$ cat config.mk
export PLATFORM = sky130hd
export DESIGN_NAME = alu_control_seq
export DESIGN_NICKNAME = d
export VERILOG_FILES = /design/src/rtl/alu_ctrl_pkg.sv /design/src/rtl/alu_ctrl_decode.sv /design/src/rtl/alu_control_seq.sv
export SDC_FILE = /design/constraint.sdc
export NUM_CORES = 1
export LEC_CHECK = 0
export ABC_AREA = 0
export CAP_MARGIN = 15
export CORE_AREA = 5 5 42 44
export DETAILED_ROUTE_END_ITERATION = 6
export DIE_AREA = 0 0 47 49
export GPL_ROUTABILITY_DRIVEN = 0
export PLACE_DENSITY_LB_ADDON = 0.2
export SLEW_MARGIN = 20
export SYNTH_ARGS = -nofsm -noshare
export SYNTH_HDL_FRONTEND = slang
export SYNTH_SLANG_ARGS = --single-unit
$ cat constraint.sdc
create_clock -name vclk -period 5.3
set_input_delay 1.06 -clock vclk [all_inputs]
set_output_delay 1.06 -clock vclk [all_outputs]
set_load 0.005 [all_outputs]
$ cat src/rtl/alu_ctrl_pkg.sv
// Shared constants for the ALU control unit: operation codes, ALU_Op classes,
// funct7 patterns, sequencer state encoding and the decode result record.
package alu_ctrl_pkg;

  localparam logic [3:0] OP_ADD  = 4'b0000;
  localparam logic [3:0] OP_LUI  = 4'b0001;
  localparam logic [3:0] OP_OR   = 4'b0010;
  localparam logic [3:0] OP_SLL  = 4'b0011;
  localparam logic [3:0] OP_SUB  = 4'b0100;
  localparam logic [3:0] OP_SRL  = 4'b0101;
  localparam logic [3:0] OP_XOR  = 4'b0110;
  localparam logic [3:0] OP_BNE  = 4'b0111;
  localparam logic [3:0] OP_BLT  = 4'b1000;
  localparam logic [3:0] OP_AND  = 4'b1001;
  localparam logic [3:0] OP_MUL  = 4'b1010;
  localparam logic [3:0] OP_MULH = 4'b1011;
  localparam logic [3:0] OP_DIV  = 4'b1100;
  localparam logic [3:0] OP_REM  = 4'b1101;
  localparam logic [3:0] OP_SRA  = 4'b1110;
  localparam logic [3:0] OP_JAL  = 4'b1111;

  localparam logic [2:0] ALU_R    = 3'b000;
  localparam logic [2:0] ALU_I    = 3'b001;
  localparam logic [2:0] ALU_LUI  = 3'b010;
  localparam logic [2:0] ALU_BR   = 3'b011;
  localparam logic [2:0] ALU_JAL  = 3'b100;
  localparam logic [2:0] ALU_JALR = 3'b101;
  localparam logic [2:0] ALU_LS   = 3'b110;

  localparam logic [6:0] F7_BASE   = 7'b0000000;
  localparam logic [6:0] F7_ALT    = 7'b0100000;
  localparam logic [6:0] F7_MULDIV = 7'b0000001;

  localparam logic [1:0] ST_IDLE = 2'b00;
  localparam logic [1:0] ST_BUSY = 2'b01;
  localparam logic [1:0] ST_DONE = 2'b10;

  typedef struct packed {
    logic [3:0] op;
    logic       illegal;
    logic       is_muldiv;
  } dec_t;

  localparam dec_t DEC_ILLEGAL = '{op: OP_ADD, illegal: 1'b1, is_muldiv: 1'b0};

  function automatic dec_t dec_legal(input logic [3:0] op, input logic is_muldiv);
    dec_t d;
    d.op        = op;
    d.illegal   = 1'b0;
    d.is_muldiv = is_muldiv;
    return d;
  endfunction

endpackage

$ cat src/rtl/alu_ctrl_decode.sv
// Combinational decode of ALU_Op/funct7/funct3 into an operation code, an
// illegal flag and an M-extension flag. M decode exists only with ALU_CTRL_MULDIV_EN.
module alu_ctrl_decode
  import alu_ctrl_pkg::*;
(
  input  logic [2:0] alu_op,
  input  logic [6:0] funct7,
  input  logic [2:0] funct3,
  output dec_t       dec
);

  always_comb begin
    dec = DEC_ILLEGAL;
    case (alu_op)
      ALU_R: begin
        if (funct7 == F7_BASE) begin
          case (funct3)
            3'b000:  dec = dec_legal(OP_ADD, 1'b0);
            3'b001:  dec = dec_legal(OP_SLL, 1'b0);
            3'b100:  dec = dec_legal(OP_XOR, 1'b0);
            3'b101:  dec = dec_legal(OP_SRL, 1'b0);
            3'b110:  dec = dec_legal(OP_OR,  1'b0);
            3'b111:  dec = dec_legal(OP_AND, 1'b0);
            default: dec = DEC_ILLEGAL;
          endcase
        end else if (funct7 == F7_ALT) begin
          case (funct3)
            3'b000:  dec = dec_legal(OP_SUB, 1'b0);
            3'b101:  dec = dec_legal(OP_SRA, 1'b0);
            default: dec = DEC_ILLEGAL;
          endcase
`ifdef ALU_CTRL_MULDIV_EN
        end else if (funct7 == F7_MULDIV) begin
          // Signed/unsigned variants share a code; the mul-div unit reads funct3 itself.
          case (funct3)
            3'b000:                 dec = dec_legal(OP_MUL,  1'b1);
            3'b001, 3'b010, 3'b011: dec = dec_legal(OP_MULH, 1'b1);
            3'b100, 3'b101:         dec = dec_legal(OP_DIV,  1'b1);
            default:                dec = dec_legal(OP_REM,  1'b1);
          endcase
`endif
        end
      end
      ALU_I: begin
        case (funct3)
          3'b000:  dec = dec_legal(OP_ADD, 1'b0);
          3'b100:  dec = dec_legal(OP_XOR, 1'b0);
          3'b110:  dec = dec_legal(OP_OR,  1'b0);
          3'b111:  dec = dec_legal(OP_AND, 1'b0);
          3'b001:  dec = (funct7 == F7_BASE) ? dec_legal(OP_SLL, 1'b0) : DEC_ILLEGAL;
          3'b101: begin
            if (funct7 == F7_BASE)     dec = dec_legal(OP_SRL, 1'b0);
            else if (funct7 == F7_ALT) dec = dec_legal(OP_SRA, 1'b0);
            else                       dec = DEC_ILLEGAL;
          end
          default: dec = DEC_ILLEGAL;
        endcase
      end
      ALU_LUI: dec = dec_legal(OP_LUI, 1'b0);
      ALU_BR: begin
        case (funct3)
          3'b000:  dec = dec_legal(OP_SUB, 1'b0);
          3'b001:  dec = dec_legal(OP_BNE, 1'b0);
          3'b100:  dec = dec_legal(OP_BLT, 1'b0);
          default: dec = DEC_ILLEGAL;
        endcase
      end
      ALU_JAL:          dec = dec_legal(OP_JAL, 1'b0);
      ALU_JALR, ALU_LS: dec = dec_legal(OP_ADD, 1'b0);
      default:          dec = DEC_ILLEGAL;
    endcase
  end

endmodule

$ cat src/rtl/alu_control_seq.sv
// ALU control with a multi-cycle mul/div sequencer (IDLE -> BUSY -> DONE).
// Sequencer, counter and op latch exist only when ALU_CTRL_MULDIV_EN is defined.
module alu_control_seq
  import alu_ctrl_pkg::*;
#(
  parameter int OP_W    = 4,
  parameter int MUL_LAT = 4,
  parameter int DIV_LAT = 32
) (
  input  logic            clk,
  input  logic            reset,
  input  logic            valid_i,
  input  logic            flush_i,
  input  logic [2:0]      ALU_Op_i,
  input  logic [6:0]      funct7_i,
  input  logic [2:0]      funct3_i,
  output logic [OP_W-1:0] ALU_Operation_o,
  output logic            illegal_o,
  output logic            stall_o,
  output logic            muldiv_start_o,
  output logic            muldiv_done_o,
  output logic [1:0]      state_o
);

  dec_t            dec;
  logic [OP_W-1:0] dec_op;

  alu_ctrl_decode u_decode (
    .alu_op (ALU_Op_i),
    .funct7 (funct7_i),
    .funct3 (funct3_i),
    .dec    (dec)
  );

  assign dec_op    = valid_i ? OP_W'(dec.op) : OP_W'(OP_ADD);
  assign illegal_o = valid_i & dec.illegal;

`ifdef ALU_CTRL_MULDIV_EN
  localparam int CNT_W = (DIV_LAT > 1) ? $clog2(DIV_LAT) : 1;

  logic [1:0]       state;
  logic [CNT_W-1:0] cnt;
  logic [3:0]       op_lat;
  logic             launch;
  logic             is_mul;

  // Handshake: muldiv_start_o pulses for the one accepted cycle; muldiv_done_o
  // pulses once when the result commits. A flush or reset cancels without done.
  assign launch  = (state == ST_IDLE) & valid_i & dec.is_muldiv & ~flush_i & ~reset;
  assign is_mul  = (dec.op == OP_MUL) | (dec.op == OP_MULH);
  assign state_o = state;

  always_ff @(posedge clk or posedge reset) begin
    if (reset) begin
      state  <= ST_IDLE;
      cnt    <= '0;
      op_lat <= '0;
    end else begin
      case (state)
        ST_IDLE: begin
          if (launch) begin
            state  <= ST_BUSY;
            op_lat <= dec.op;
            cnt    <= is_mul ? CNT_W'(MUL_LAT - 1) : CNT_W'(DIV_LAT - 1);
          end
        end
        ST_BUSY: begin
          if (flush_i)         state <= ST_IDLE;
          else if (cnt == '0)  state <= ST_DONE;
          else                 cnt   <= cnt - 1'b1;
        end
        default: state <= ST_IDLE;
      endcase
    end
  end

  always_comb begin
    stall_o         = 1'b0;
    muldiv_start_o  = 1'b0;
    muldiv_done_o   = 1'b0;
    ALU_Operation_o = dec_op;
    case (state)
      ST_IDLE: begin
        stall_o        = launch;
        muldiv_start_o = launch;
      end
      ST_BUSY: begin
        stall_o         = ~flush_i;
        ALU_Operation_o = OP_W'(op_lat);
      end
      ST_DONE: begin
        muldiv_done_o   = ~flush_i;
        ALU_Operation_o = OP_W'(op_lat);
      end
      default: ;
    endcase
  end
`else
  logic unused_ports;

  assign unused_ports    = &{1'b0, clk, reset, flush_i, dec.is_muldiv};
  assign state_o         = ST_IDLE;
  assign ALU_Operation_o = dec_op;
  assign stall_o         = 1'b0;
  assign muldiv_start_o  = 1'b0;
  assign muldiv_done_o   = 1'b0;
`endif

endmodule

-- Word-level counts from Yosys, hierarchy flattened
Cells that the tools add are included.
- equal/unequal tests: 12
- bitwise logic cells: 1
- reduce and logical (&&, ||, !) cells: 4
- muxes and demuxes: 11
- operators with widths (kind ; count):
    $pmux W6 S6 ; 3
    $mux W6 ; 4
    $eq A3 B3 Y1 const B ; 7
    $pmux W6 S3 ; 1
    $pmux W6 S2 ; 1
    $mux W4 ; 2
    $eq A7 B6 Y1 const B ; 1
    $logic_not A7 Y1 ; 1
    $eq A3 B1 Y1 const B ; 2
    $eq A3 B2 Y1 const B ; 2
    $logic_not A3 Y1 ; 2
    $reduce_or A2 Y1 ; 1
    $and A1 B1 Y1 ; 1
- bits of input ports: 17
- output and inout bits: 10
- flip-flop bits (word level): 0
- logic and storage cells: 28

-- Longest topological paths before layout
- word-level depth: 6
- mapped depth: 5
- depth with buffers taken out: 4

-- Modules after synthesis
Synthesis repeated with hierarchy kept, for this count alone.
- cell total of the unflattened synthesis: 73
- area, all modules: 471.7 µm²
- modules (own cells, without submodules) (module ; instances ; cells an instance ; sequential area each (µm²) ; area an instance (µm²)):
    alu_ctrl_decode ; 1 ; 62 ; 0.0 ; 399.1
    alu_control_seq ; 1 ; 11 ; 0.0 ; 72.6

-- Worst setup path before layout
No wires, ideal clock.
- path type: input -> output
- start point: input port funct7_i[1]
- end point: output port ALU_Operation_o[0]
- cell stages on the path: 4
- required time: 4.240 ns
- data arrival time: 2.213 ns
- path buffers: 0
- setup slack: 2.027 ns
- cells stage by stage: or4_4 o41ai_2 nand3_1 a41oi_2
- word-level cells in the longest chain between the ends: 5
- elaborated cells on any way between the ends: 9
- those cells by class: eq/ne: 1; mux: 7; reduce/logical: 1
- RTL lines (item ; line ; text):
    start, declared ; alu_control_seq.sv:15 ; input logic [6:0] funct7_i,
    $logic_not A7 Y1 / $eq A7 B6 Y1 (equally long branches) ; n/a ;
    $mux W6, or another cell as far along ; alu_ctrl_decode.sv:52 ; if (funct7 == F7_BASE) dec = dec_legal(OP_SRL, 1'b0);
    $pmux W6 S6 / $mux W6 (equally long branches) ; alu_ctrl_decode.sv:45, alu_ctrl_decode.sv:16 ;
    $pmux W6 S6 (*) ; alu_ctrl_decode.sv:14 ; case (alu_op)
    $mux W4 (*) ; alu_control_seq.sv:35 ; assign dec_op = valid_i ? OP_W'(dec.op) : OP_W'(OP_ADD);
    end, declared ; alu_control_seq.sv:17 ; output logic [OP_W-1:0] ALU_Operation_o,
Mark *: on every way between the ends. The rest lies on a longest branch, timed or not.

-- Worst setup path in the final report
- start point: input port funct3_i[2]
- end point: output port ALU_Operation_o[1]
- word-level cells in the longest chain between the ends: 6
- elaborated cells on any way between the ends: 14
- those cells by class: eq/ne: 5; mux: 8; reduce/logical: 1
- RTL lines (item ; line ; text):
    start, declared ; alu_control_seq.sv:16 ; input logic [2:0] funct3_i,
    $eq A3 B3 Y1 / $logic_not A3 Y1 (equally long branches) ; alu_ctrl_decode.sv:17, alu_ctrl_decode.sv:27, alu_ctrl_decode.sv:45 ;
    $pmux W6 S2 ; alu_ctrl_decode.sv:27 ; case (funct3)
    $mux W6 ; alu_ctrl_decode.sv:26 ; end else if (funct7 == F7_ALT) begin
    $mux W6 ; alu_ctrl_decode.sv:16 ; if (funct7 == F7_BASE) begin
    $pmux W6 S6 (*) ; alu_ctrl_decode.sv:14 ;
    $mux W4 (*) ; alu_control_seq.sv:35 ;
Marks and branches as above.

==> metrics.txt <==
maxcap violations 0; Ports 27; register area 0 um2; CP cell instances clkdlybuf4s50_1 > or3b_1 > a2111oi_2 > o21ai_1 > a31oi_1 > clkdlybuf4s50_1; mux cell area share after synthesis 0%; Starting Density a little over a third; DR vias/cell 5.50; most used routing layer met2; Crit path required time approximately 4200 ps; Overflow after GRT 0; Syn Std Cell Area between 400 and 500 um2; wire per inst about 12 um; post-synthesis adder-cell area fraction 0%; minimum clock period about 4400 ps; Post-Synth Simple-Gate Area a little over two fifths; DRT Pass-1 Iters 4; GR Util met1 about 14%; CP top delay family buffers and inverters; core region area approximately 0.0014 mm2; vias after detailed routing 539; outcome finished clean; FF+latch count 0; die area about 0.0023 mm2; Setup crit end kind primary output; # nets final a little over 100; Hold Path Depth 3; sequential share of the synthesized area 0%; chip width between 40 and 50 um; post-route cell area 623 um2; vias in the first global route 473; ANT cells 0; DRC viols 0; Pleak 0.201 nW; Clk network pwr share 0%; Iter 0 DRT Violations 17; worst setup path category input port to primary output; slowest CP cell clkdlybuf4s50_1; GR Util All Layers roughly 10%; routing usage on met2 about 16%; area grow syn2layout 27.0%; Syn Inst Count 70; most frequent cells in the layout clkdlybuf4s50_1 (19), a31oi_1 (7), nand2_1 (6); M3 GR Usage 0%; layout cells sized above 1 9.76%; post-synthesis cell type count 38; postcts setup bufs 0; critical path peak fanout 14; Post-Route Setup TNS 0 ps; pwr/cell area between 60 and 70 mW/mm2; combinational share of power 100.0%; complex-gate fraction of the synthesized area between 30 and 40%; crit path DAT between 3000 and 4000 ps; initial antenna violation count 0; Crit path top cell by count clkdlybuf4s50_1; VDD IR max around 0.028 mV; Synth Area in XOR/XNOR under 10%; hold buffers post-CTS 0; Placed Area 623 um2; cell-internal power approximately 21 uW; clk_buf instances 0; die span in y roughly 49 um; unrepaired setup endpoints after global routing false; Hold Crit Class input port to primary output; most common cell after layout, fill and taps aside clkdlybuf4s50_1; largest net degree at the start of global routing 15; HPWL after DPL approximately 940 um; Switching Share between 40% and 50%; crit path buf inv count 2; Tightest Pin Transition roughly 500 ps; normalized max-slew margin around two thirds; Worst setup SP type input port; row cnt 14; Seq pwr share 0%; sw power approximately 19 uW; fmax between 200 and 250 MHz; Synthesis Warnings 0; Slew Limit Fails 0; syn avg cell area around 7 um2; combinational family with the most area after synthesis simple AND/OR/NAND/NOR gates; # port buffers 19; final setup fails 0; final WL ~1.2 mm; first-pass GRT wire length 1.90 mm; post-cts resize count 0; WP depth 6; Critical Path Max Stage Delay around 670 ps; Routed Antenna Nets 0; share of the clock period used by the worst path between 80% and 90%; final hold violation count 0
[power by group through the flow]
| stage | clock (mW) | sequential (mW) | combinational (mW) |
|---|---|---|---|
| 5_1_grt | 0 | 0 | 0.0432 |
| 2_1_floorplan | 0 | 0 | 0.0271 |
| 3_3_place_gp | 0 | 0 | 0.0391 |
| 3_5_place_dp | 0 | 0 | 0.0394 |
| 4_1_cts | 0 | 0 | 0.0396 |
| 6_report | 0 | 0 | 0.0397 |
[cells by family (layout without fill, tap and decap cells)]
kind of cell / count (synthesis) / in the layout
buffers and inverters: 12 / 20
AO/OA/AOI/OAI: 19 / 19
other: 1 / 5
AND/OR/NAND/NOR: 34 / 34
XOR/XNOR: 4 / 4
[final timing paths]
check,from,endpoint,slack [ps]
setup / recovery,funct3_i[2],ALU_Operation_o[1],880
hold / removal,valid_i,illegal_o,3090
[synth_stat cells, types with 2 or more instances]
| cell | count | area [um2] |
|---|---|---|
| a21oi_1 | 2 | 10.0 |
| buf_4 | 8 | 60.1 |
| and3_1 | 2 | 12.5 |
| xor2_1 | 2 | 17.5 |
| or3_1 | 2 | 12.5 |
| nand2_1 | 6 | 22.5 |
| nor2_1 | 3 | 11.3 |
| xnor2_1 | 2 | 17.5 |
| nand2b_1 | 2 | 12.5 |
| buf_6 | 2 | 22.5 |
| nand3_1 | 3 | 15.0 |
| nor2b_1 | 2 | 12.5 |
| o21ai_1 | 2 | 10.0 |
| nand4_1 | 2 | 12.5 |
| a31oi_1 | 7 | 43.8 |
[metrics by stage]
stage	instances	hold slack, ps	utilization (%)	power (mW)	setup slack (ps)
after floorplan	74	2210	-	0.0271	2030
final	98	3090	44.5	0.0397	876
after global routing	98	3140	44.5	0.0432	729
after global placement	98	3100	44.5	0.0391	883
after detailed placement	98	3100	44.5	0.0394	879
after CTS	98	3100	44.5	0.0396	870
[layer usage]
| layer | up-vias | wire [um] |
|---|---|---|
| met5 | - | 0 |
| met4 | 0 | 0 |
| met3 | 0 | 112 |
| met2 | 25 | 560 |
| li1 | 278 | - |
| met1 | 236 | 549 |
[area by class of cell]
| class | instances | area [um2] |
|---|---|---|
| fillers | 158 | 778 |
| repair buffers | 19 | 190 |
| multi-input cells | 62 | 409 |
| inverters | 1 | 3.75 |
| well taps | 16 | 20.0 |
Note: power is estimated with default switching activity, not from simulation.
